## config.mk

```make
export PLATFORM = sky130hd
export DESIGN_NAME = signed_bcd_display
export DESIGN_NICKNAME = d
export VERILOG_FILES = /design/src/rtl/display_pkg.sv /design/src/rtl/bcd_seg_decode.sv /design/src/rtl/signed_bcd_display.sv
export SDC_FILE = /design/constraint.sdc
export NUM_CORES = 1
export LEC_CHECK = 0
export BUFFER_PORTS_ARGS = -buffer_cell sky130_fd_sc_hd__buf_2
export CAP_MARGIN = 5
export CORE_MARGIN = 10
export CORE_UTILIZATION = 30
export CTS_CLUSTER_SIZE = 20
export DETAILED_ROUTE_END_ITERATION = 8
export GPL_TIMING_DRIVEN = 1
export PLACE_DENSITY = 0.44
export SLEW_MARGIN = 30
export SYNTH_ARGS = -nofsm -noshare
export SYNTH_HDL_FRONTEND = slang
export SYNTH_HIERARCHICAL = 1
export SYNTH_SLANG_ARGS = --single-unit
```

## constraint.sdc

```tcl
create_clock -name clk -period 2.4 [get_ports clk]
set_clock_uncertainty 0.2 [all_clocks]
set_input_delay 0.6 -clock clk [delete_from_list [all_inputs] [get_ports clk]]
set_output_delay 0.6 -clock clk [all_outputs]
set_load 0.1 [all_outputs]
```

## src/rtl/display_pkg.sv

```systemverilog
// Shared constants, FSM state type and parameter-check helper for the
// signed BCD seven-segment display block.
package display_pkg;

  // Segment patterns ordered a..g (MSB = a), active-low.
  localparam logic [6:0] SEG_BLANK = 7'b1111111;
  localparam logic [6:0] SEG_MINUS = 7'b1111110;
  localparam logic [6:0] SEG_0     = 7'b0000001;
  localparam logic [6:0] SEG_1     = 7'b1001111;
  localparam logic [6:0] SEG_2     = 7'b0010010;
  localparam logic [6:0] SEG_3     = 7'b0000110;
  localparam logic [6:0] SEG_4     = 7'b1001100;
  localparam logic [6:0] SEG_5     = 7'b0100100;
  localparam logic [6:0] SEG_6     = 7'b0100000;
  localparam logic [6:0] SEG_7     = 7'b0001111;
  localparam logic [6:0] SEG_8     = 7'b0000000;
  localparam logic [6:0] SEG_9     = 7'b0000100;

  typedef enum logic [1:0] {
    IDLE    = 2'd0,
    CONVERT = 2'd1,
    UPDATE  = 2'd2
  } state_t;

  // Number of decimal digits needed to print 2^width - 1.
  function automatic int dec_digits(input int width);
    longint unsigned v;
    int n;
    v = (longint'(1) << width) - 1;
    n = 1;
    v = v / 10;
    while (v != 0) begin
      n = n + 1;
      v = v / 10;
    end
    return n;
  endfunction

endpackage

```

## src/rtl/bcd_seg_decode.sv

```systemverilog
// Combinational BCD nibble to active-low seven-segment pattern (a..g).
// Out-of-range nibbles (>9) decode to blank.
module bcd_seg_decode
  import display_pkg::*;
(
  input  logic [3:0] i_bcd,
  output logic [6:0] o_seg
);

  always_comb begin
    o_seg = SEG_BLANK;
    case (i_bcd)
      4'd0: o_seg = SEG_0;
      4'd1: o_seg = SEG_1;
      4'd2: o_seg = SEG_2;
      4'd3: o_seg = SEG_3;
      4'd4: o_seg = SEG_4;
      4'd5: o_seg = SEG_5;
      4'd6: o_seg = SEG_6;
      4'd7: o_seg = SEG_7;
      4'd8: o_seg = SEG_8;
      4'd9: o_seg = SEG_9;
      default: o_seg = SEG_BLANK;
    endcase
  end

endmodule

```

## src/rtl/signed_bcd_display.sv

```systemverilog
// Signed/unsigned binary to seven-segment display via serial double-dabble.
// Define FLOAT_SIGN_EN to place the minus next to the leading numeral.
module signed_bcd_display
  import display_pkg::*;
#(
  parameter int WIDTH  = 8,
  parameter int DIGITS = 4
) (
  input  logic                  clk,
  input  logic                  rst_n,
  input  logic                  start,
  input  logic                  is_signed,
  input  logic [WIDTH-1:0]      X,
  output logic                  busy,
  output logic                  done,
  output logic [7*DIGITS-1:0]   HEX
);

  localparam int N  = DIGITS - 1;
  localparam int BW = 4 * N;
  localparam int CW = $clog2(WIDTH + 1);

  if (WIDTH < 2 || WIDTH > 32) begin : g_bad_width
    $error("signed_bcd_display: WIDTH must be in 2..32");
  end
  if (DIGITS < dec_digits(WIDTH) + 1) begin : g_bad_digits
    $error("signed_bcd_display: DIGITS too small for WIDTH plus sign");
  end

  state_t              r_state;
  logic                r_sign;
  logic [WIDTH-1:0]    r_mag;
  logic [BW-1:0]       r_bcd;
  logic [CW-1:0]       r_cnt;
  logic                r_busy;
  logic                r_done;
  logic [7*DIGITS-1:0] r_hex;

  logic                w_sign_in;
  logic [WIDTH-1:0]    w_mag_in;
  logic [BW-1:0]       w_adj;
  logic [N-1:0]        w_nz;
  logic [N-1:0]        w_lead;
  logic [DIGITS-1:0]   w_show;
  logic [DIGITS-1:0]   w_minus;
  logic [7*N-1:0]      w_dec;
  logic [7*DIGITS-1:0] w_hex;

  assign w_sign_in = is_signed & X[WIDTH-1];
  assign w_mag_in  = w_sign_in ? (-X) : X;

  for (genvar gi = 0; gi < N; gi++) begin : g_nib
    logic [3:0] w_nib;
    assign w_nib = r_bcd[4*gi +: 4];
    assign w_adj[4*gi +: 4] = (w_nib >= 4'd5) ? (w_nib + 4'd3) : w_nib;
    assign w_nz[gi] = |w_nib;
    bcd_seg_decode u_dec (
      .i_bcd (w_nib),
      .o_seg (w_dec[7*gi +: 7])
    );
    // w_lead: some nibble at this position or above is non-zero.
    if (gi == N - 1) begin : g_top
      assign w_lead[gi] = w_nz[gi];
    end else begin : g_mid
      assign w_lead[gi] = w_nz[gi] | w_lead[gi+1];
    end
    if (gi == 0) begin : g_units
      assign w_show[gi] = 1'b1;
    end else begin : g_upper
      assign w_show[gi] = w_lead[gi];
    end
  end
  assign w_show[DIGITS-1] = 1'b0;

  for (genvar gi = 0; gi < DIGITS; gi++) begin : g_pos
`ifdef FLOAT_SIGN_EN
    if (gi == 0) begin : g_no_minus
      assign w_minus[gi] = 1'b0;
    end else begin : g_float
      assign w_minus[gi] = r_sign & w_show[gi-1] & ~w_show[gi];
    end
`else
    if (gi == DIGITS - 1) begin : g_fixed
      assign w_minus[gi] = r_sign;
    end else begin : g_no_minus
      assign w_minus[gi] = 1'b0;
    end
`endif
    if (gi < N) begin : g_num
      assign w_hex[7*gi +: 7] = w_show[gi]  ? w_dec[7*gi +: 7] :
                                w_minus[gi] ? SEG_MINUS : SEG_BLANK;
    end else begin : g_sign
      assign w_hex[7*gi +: 7] = w_minus[gi] ? SEG_MINUS : SEG_BLANK;
    end
  end

  always_ff @(posedge clk) begin
    if (!rst_n) begin
      r_state <= IDLE;
      r_sign  <= 1'b0;
      r_mag   <= '0;
      r_bcd   <= '0;
      r_cnt   <= '0;
      r_busy  <= 1'b0;
      r_done  <= 1'b0;
      r_hex   <= {DIGITS{SEG_BLANK}};
    end else begin
      r_done <= 1'b0;
      case (r_state)
        IDLE: begin
          if (start) begin
            r_sign  <= w_sign_in;
            r_mag   <= w_mag_in;
            r_bcd   <= '0;
            r_cnt   <= '0;
            r_busy  <= 1'b1;
            r_state <= CONVERT;
          end
        end
        CONVERT: begin
          {r_bcd, r_mag} <= {w_adj[BW-2:0], r_mag, 1'b0};
          r_cnt <= r_cnt + 1'b1;
          if (r_cnt == CW'(WIDTH - 1)) r_state <= UPDATE;
        end
        UPDATE: begin
          r_hex   <= w_hex;
          r_done  <= 1'b1;
          r_busy  <= 1'b0;
          r_state <= IDLE;
        end
        default: r_state <= IDLE;
      endcase
    end
  end

  assign busy = r_busy;
  assign done = r_done;
  assign HEX  = r_hex;

endmodule

```

==> results.yml, run 1 <==
synth:
  yosysTopAreaCellShare: 0.359
  post_synth_and_or_nand_nor_area_fraction: 0.183
  ys_seq_area_frac: 0.359
  dominantRegCellSynth: "dfxtp_1"
  async_flop_share: 0
  synth.avg_cell_area_um2: 8.52
  synth-adder-area-share: 0.106
  synth_cells: 334
  postSynthRegisterBits: 51
  yosys.area_share.xor_xnor: 0.0185
  synth_commonest_cells: "51 x dfxtp_1, 29 x nor2_1, 27 x o21ai_0"
  yosys.area.top_type: "dfxtp_1"
  post_synth_instance_area_um2: 2850
  synth-edff-count: 0
  most_area_consuming_cells_after_synthesis: "dfxtp_1 36%, ha_1 11%, o22a_1 6.5%, o21ai_0 4.7%, a21oi_1 4.6%"
  muxShareOfSynthArea: 0.0158
  synth_top_family_by_area: "compound AO/OA/AOI/OAI gates"
  yosysMostFrequentCell: "dfxtp_1"
  synthesis.yosys.warnings: 6
  yosysUniqueCellTypes: 46
  synth-compound-area-share: 0.241
worst_hold_path:
  timing.hold.worst.class: "flop to flop"
setup_path:
  r2r-end: "r_bcd[6]"
  crit_path_category: "flop to flop"
  worst-path-max-fanout: 9
  crit_path_capture: "r_bcd[6]"
  origin_of_the_critical_flop_to_flop_path: "r_bcd[5]"
  endpoint_kind: "flop"
  ff2ff_setup_slack_ps: 400
  timing.critical_path.from_type: "flop"
  beginning_of_the_critical_path: "r_bcd[5]"
  cp.required_ps: 2430
  r2r.worst_path.cells: 6
  arrival_ps: 2030
placed_design:
  dp_hpwl_mm: 4.88
  io_buffers: 35
  post_dp_cell_area_um2: 3130
  gp_congestion: 0.703
  dp_slack_ps: 363
global_route:
  first_global_vias: 2318
  initial_antenna_violation_count: 0
  wire_length_of_the_first_global_routing_pass_mm: 11.5
  grt.overflow.total: 0
  grt_max_degree: 24
  grt_util_all_layers: 0.0966
floorplanning:
  die_area_um2: 13800
  die_height_um: 117
  start_util: 0.308
  ios: 42
  row_count: 35
  die_w_um: 117
  placeableCoreArea_um2: 9240
clock_network:
  clk_pin_slew_ps: 90
  max-clock-path-buffers: 2
  clock_sink_count: 51
  cts.repair.resized: 0
  cts_tree: "yes"
  cts-buffers-inserted: 5
  worst_skew_pair.late_latency_ps: 300
  root_buffer: "clkbuf_8"
  cts_htree_levels: 2
  cts_hold_buffers_added: 0
  cts.repair_timing.setup_buffer_count: 0
pwr:
  peakVddDrop_mv: 0.233
  post-layout-total-power_w: 0.00166
  p_leak_nw: 1.20
  power_density_nw_per_um2: 512
sta:
  slew_viol_final: 0
  max_slew_margin: 0.557
  totalNegativeSetupSlack_ps: 0
  finalWorstSetupSlack_ps: 405
  fin_crit_ps: 2000
  hold_violations: 0
  final.period_utilization: 0.831
  rsz0062_at_grt: "no"
  worst_slew_pin_tran_ps: 659
  setup_viol_count_final: 0
  maxClockFrequency_mhz: 501
final_layout:
  areaGrowthSynthToFinish_pct: 13.8
  final_core_util: 0.350
  antenna_cells: 0
  post_route_cells_drive_above_1_share: 0.163
  final_area_um2: 3240
  layout.nets: 403
  fillerInstances: 986
drt:
  ant_nets: 0
  vias: 2334
  count_of_unresolved_drc_violations_after_routing: 0
  drt_iter0_markers: 61
  route.detailed.vias_per_inst: 4.70
  routedWlPerCell_um: 13.3
  drt-pass1-iter-count: 4
  sum_of_routed_wire_length_over_all_layers_mm: 6.61
job:
  max_cap_violations: 0
run_status:
  result_of_the_run: "finished, final reports clean"
[final cells by class]
cell class	count	area [µm²]	area share
well taps	129	161	0.0498
flip-flops and latches	51	1020	0.315
repair buffers	43	235	0.0726
clock inverters	3	43.8	0.0135
inverters	21	78.8	0.0243
clock buffers	5	68.8	0.0213
multi-input cells	245	1630	0.503
[layer usage]
layer / part of all wire / global-route usage / vias up / wire (µm)
met4: 0.011 / 0.0258 / 0 / 73
met3: 0.038 / 0.0259 / 6 / 253
li1: - / - / 1230 / -
met2: 0.43 / 0.153 / 34 / 2840
met1: 0.52 / 0.126 / 1064 / 3440
met5: 0 / 0 / - / 0
[power by group]
| group | switching (W) | total (W) | internal (W) |
|---|---|---|---|
| clock network | 0.000293 | 0.000604 | 0.000311 |
| logic | 0.000133 | 0.000182 | 0.0000495 |
| registers | 0.0000116 | 0.000873 | 0.000861 |
| total | 0.000437 | 0.00166 | 0.00122 |
[metrics by stage]
step / std cells / hold WS, ps
final: 497 / 259
after global routing: 497 / 277
after CTS: 497 / 259
after detailed placement: 489 / 244
after global placement: 489 / 244
after floorplan: 339 / 207
[worst min path at each step]
stage          startpoint       end  slack (ps)  depth (start not counted)
2_1_floorplan      r_sign   HEX[21]         210                          1
3_3_place_gp     r_mag[1]  r_mag[2]         240                          2
3_5_place_dp     r_mag[1]  r_mag[2]         240                          2
4_1_cts          r_mag[1]  r_mag[2]         260                          2
5_1_grt          r_mag[1]  r_mag[2]         280                          2
6_report         r_mag[1]  r_mag[2]         260                          2
[sequential cells by signal, summed over array words and instances (netlist names)]
register and flops:
HEX 22, r_cnt 4, r_mag 8, r_sign 1, r_state 2, done 1, busy 1, r_bcd 12
[placed cells by master, fill, tap and decap left out, types with 8 or more instances in the layout]
cell type and count:
o21ai_0 27, a21oi_1 26, nand3_1 12, dfxtp_1 51
nand2_1 15, o22a_1 21, nor2_1 29, buf_2 35
buf_4 8, nand2b_1 16, inv_1 21, ha_1 24
[cell families (layout without fill, tap and decap cells)]
kind of cell / count (synthesis) / in the layout
compound gates: 105 / 105
xor+xnor: 6 / 6
fa+ha+maj: 24 / 24
buf+inv: 43 / 72
flops: 51 / 51
mux: 4 / 4
other cells: 1 / 6
simple gates: 100 / 100
[worst max-delay path, stage by stage (launching register included)]
cell and delay (ps):
dfxtp_1 510, inv_1 140, ha_1 190, nand2b_1 150, a21oi_1 240, mux2_2 360, o2bb2ai_1 130
Power figures use the tool's default switching activity.
==> inputs of run 2 (changes only) <==
Settings changed: PLACE_DENSITY 0.44 to 0.46.
Clock period 2.4 ns to 1.75 ns, I/O delays scaled along.
==> results.yml, run 2 (synthesis gave the netlist of run 1 again) <==
job:
  max_cap_violations: 0
global_route:
  grt_max_degree: 24
  grt.overflow.total: 0
  wire_length_of_the_first_global_routing_pass_mm: 11.7
  grt_util_all_layers: 0.0978
  first_global_vias: 2419
  initial_antenna_violation_count: 0
placed_design:
  dp_slack_ps: -122
  dp_hpwl_mm: 5.02
  placed_cells_incl_taps: 515
  gp_congestion: 0.783
  io_buffers: 35
final_layout:
  final_core_util: 0.379
  fillerInstances: 996
  multiInputGateArea_um2: 1650
  antenna_cells: 0
  flip_flop_count_of_the_largest_register_all_copies_and_words_added: 22
  final_common_cell: "dfxtp_1"
  post_route_cells_drive_above_1_share: 0.247
  layout.cells.non_filler: 521
  mostFrequentLayoutCells: "45 x dfxtp_1, 31 x buf_4, 29 x nor2_1"
  register_area_um2: 1030
  areaGrowthSynthToFinish_pct: 23.1
  layout.nets: 429
setup_path:
  crit_path_top_delay_cell: "buf_2"
  cell_chain_of_the_critical_path: "buf_2"
  crit_path_category: "flop to primary output"
  arrival_ps: 1070
  endpoint_kind: "primary output"
  critPathMaxStageDelay_ps: 430
  critPathTopFamily: "buffers and inverters"
  timing.critical_path.from_type: "flop"
  worst-path-max-fanout: 2
  cp_num_buf_inv: 1
  cp.required_ps: 1110
worst_hold_path:
  timing.hold.worst.class: "input port to flop"
drt:
  ant_nets: 0
  vias: 2454
  sum_of_routed_wire_length_over_all_layers_mm: 6.68
  count_of_unresolved_drc_violations_after_routing: 0
  routedWlPerCell_um: 12.8
  drt_iter0_markers: 106
  drt-pass1-iter-count: 4
  route.detailed.vias_per_inst: 4.71
sta:
  fin_crit_ps: 1710
  setup_viol_count_final: 0
  finalWorstSetupSlack_ps: 40.5
  final.period_utilization: 0.977
  rsz0062_at_grt: "no"
  maxClockFrequency_mhz: 585
  hold_violations: 0
  slew_viol_final: 0
clock_network:
  worst_skew_pair.late_latency_ps: 300
  max-clock-path-buffers: 2
  clk_pin_slew_ps: 90
  cts_tree: "yes"
  clock_sink_count: 51
  cts_hold_buffers_added: 0
  root_buffer: "clkbuf_8"
  cts_htree_levels: 2
  cts-buffers-inserted: 5
floorplanning:
  placeableCoreArea_um2: 9240
  die_w_um: 117
  ios: 42
  start_util: 0.308
  die_area_um2: 13800
  die_height_um: 117
  row_count: 35
pwr:
  power_density_nw_per_um2: 608
  peakVddDrop_mv: 0.272
  p_leak_nw: 1.36
  post-layout-total-power_w: 0.00213
run_status:
  result_of_the_run: "finished, final reports clean"
==> run 2: cell type report <==
| class | count | area share |
|---|---|---|
| Clock buffer | 6 | 0.0207 |
| Sequential cell | 51 | 0.294 |
| Inverter | 21 | 0.0225 |
| Multi-Input combinational cell | 245 | 0.472 |
| Tap cell | 129 | 0.0461 |
| Timing Repair Buffer | 69 | 0.145 |
==> run 2: routing by layer <==
metal	GRT usage	wire [µm]
met1	0.126	3320
met2	0.153	3030
met3	0.0288	286
met4	0.0282	46
met5	0	0
==> run 2: report_power, final <==
part           switching (W)  internal (W)
combinational       0.000185      0.000100
sequential         0.0000170       0.00118
clock               0.000378      0.000268
total               0.000581       0.00155
==> run 2: what timing repair did <==
item	in CTS	in global routing
pin swaps	0	3
setup endpoints to repair	11	21
buffers inserted	0	0
resized for setup	5	20
==> run 2: metrics by stage <==
stage | TNS [ps] | instance area [µm²] | hold slack, ps
after floorplan | 0 | 2870 | 207
after global placement | -161 | 3380 | 240
after detailed placement | -254 | 3380 | 250
after CTS | 0 | 3450 | 149
after global routing | 0 | 3500 | 157
final | 0 | 3500 | 165
==> run 2: path summary, 6_finish.rpt <==
path / from / to / slack, ps / depth (start not counted)
worst min register to register: r_mag[1] / r_mag[2] / 260 / 2
worst min-delay path: X[5] / r_mag[5] / 160 / 2
worst max-delay path: HEX[5] / HEX[5] / 40 / 1
worst max register to register: r_bcd[0] / r_bcd[2] / 80 / 6
==> inputs of run 3 (changes only) <==
Settings changed: CORE_ASPECT_RATIO from default to 1.2.
==> results.yml, run 3 (synthesis gave the netlist of run 1 again) <==
pwr:
  p_leak_nw: 1.37
  power_density_nw_per_um2: 666
  peakVddDrop_mv: 0.461
  post-layout-total-power_w: 0.00234
drt:
  count_of_unresolved_drc_violations_after_routing: 0
  sum_of_routed_wire_length_over_all_layers_mm: 6.68
  ant_nets: 0
  drt_iter0_markers: 66
  routedWlPerCell_um: 13.0
  route.detailed.vias_per_inst: 4.79
  vias: 2456
  drt-pass1-iter-count: 4
floorplanning:
  placeableCoreArea_um2: 9180
  start_util: 0.310
  die_area_um2: 13800
  ios: 42
  die_height_um: 127
  row_count: 38
  die_w_um: 109
global_route:
  grt.overflow.total: 0
  grt_util_all_layers: 0.0994
  first_global_vias: 2357
  initial_antenna_violation_count: 0
  wire_length_of_the_first_global_routing_pass_mm: 11.4
  grt_max_degree: 24
setup_path:
  critPathMaxStageDelay_ps: 420
  timing.critical_path.from_type: "flop"
  cp_num_buf_inv: 1
  crit_path_top_delay_cell: "buf_2"
  cp.required_ps: 1110
  arrival_ps: 1080
  crit_path_category: "flop to primary output"
  cell_chain_of_the_critical_path: "buf_2"
  endpoint_kind: "primary output"
  worst-path-max-fanout: 2
  critPathTopFamily: "buffers and inverters"
clock_network:
  max-clock-path-buffers: 2
  clock_sink_count: 51
  cts_htree_levels: 2
  cts.repair_timing.setup_buffer_count: 0
  clk_pin_slew_ps: 100
  cts-buffers-inserted: 5
  cts_tree: "yes"
  cts_hold_buffers_added: 0
  worst_skew_pair.late_latency_ps: 320
  root_buffer: "clkbuf_8"
placed_design:
  placed_cells_incl_taps: 505
  gp_congestion: 0.776
  dp_slack_ps: -108
  io_buffers: 35
  post_dp_cell_area_um2: 3320
  dp_hpwl_mm: 5.19
sta:
  setup_viol_count_final: 0
  hold_violations: 0
  maxClockFrequency_mhz: 584
  slew_viol_final: 0
  final.period_utilization: 0.979
  finalHoldWorstSlack_ps: 137
  finalWorstSetupSlack_ps: 37.2
  fin_crit_ps: 1710
job:
  max_cap_violations: 0
final_layout:
  post_route_cells_drive_above_1_share: 0.247
  mostFrequentLayoutCells: "46 x dfxtp_1, 35 x buf_4, 29 x nor2_1"
  flip_flop_count_of_the_largest_register_all_copies_and_words_added: 22
  fillerInstances: 951
  register_area_um2: 1030
  layout.cells.non_filler: 513
  multiInputGateArea_um2: 1650
  antenna_cells: 0
  layout.nets: 428
  areaGrowthSynthToFinish_pct: 23.7
  final_common_cell: "dfxtp_1"
  final_area_um2: 3520
run_status:
  result_of_the_run: "finished, final reports clean"
worst_hold_path:
  timing.hold.worst.class: "input port to flop"
-- run 3: changes by cell type in the layout (fill, tap and decap cells not counted), moves of 3 or more --
cell      before  now
buf_2         24   14
dfxtp_2        6    3
buf_4         31   35
buf_12         4    1
clkbuf_4      10   18
-- run 3: final cells by class --
class                   instances  share of cell area
inverters                      21              0.0224
multi-input cells             245               0.470
clock inverters                 2             0.00995
well taps                     120              0.0427
flip-flops and latches         51               0.293
repair buffers                 68               0.139
clock buffers                   6              0.0235
-- run 3: timing repair --
item	CTS	global route
resized for setup	4	30
setup endpoints to repair	12	32
pin swaps	0	4
-- run 3: metal layers --
metal	up-vias	track usage	wire, µm
met4	0	0.0303	89
met5	-	0	0
met3	9	0.0284	329
met1	1130	0.115	2970
li1	1285	-	-
met2	32	0.171	3290
-- run 3: path summary, 6_finish.rpt --
kind | start | end | slack (ps) | cells past startpoint
worst max register to register | r_bcd[9] | HEX[17] | 90 | 7
worst max-delay path | HEX[1] | HEX[1] | 40 | 1
worst min-delay path | X[5] | r_mag[5] | 140 | 2
worst min register to register | r_mag[1] | r_mag[2] | 250 | 2
-- run 3: power by group --
group	leakage, nW	internal (W)	switching (W)	total [W]
logic	0.896	0.0000912	0.000184	0.000275
registers	0.417	0.00118	0.0000152	0.00119
clock network	0.0612	0.000463	0.000413	0.000876
total	1.37	0.00173	0.000612	0.00234
-- run 3: per-stage QoR --
stage          utilization  TNS, ps
2_1_floorplan            -        0
5_1_grt              0.384    -18.1
4_1_cts              0.375        0
6_report             0.384        0
3_3_place_gp         0.361     -159
3_5_place_dp         0.361     -230
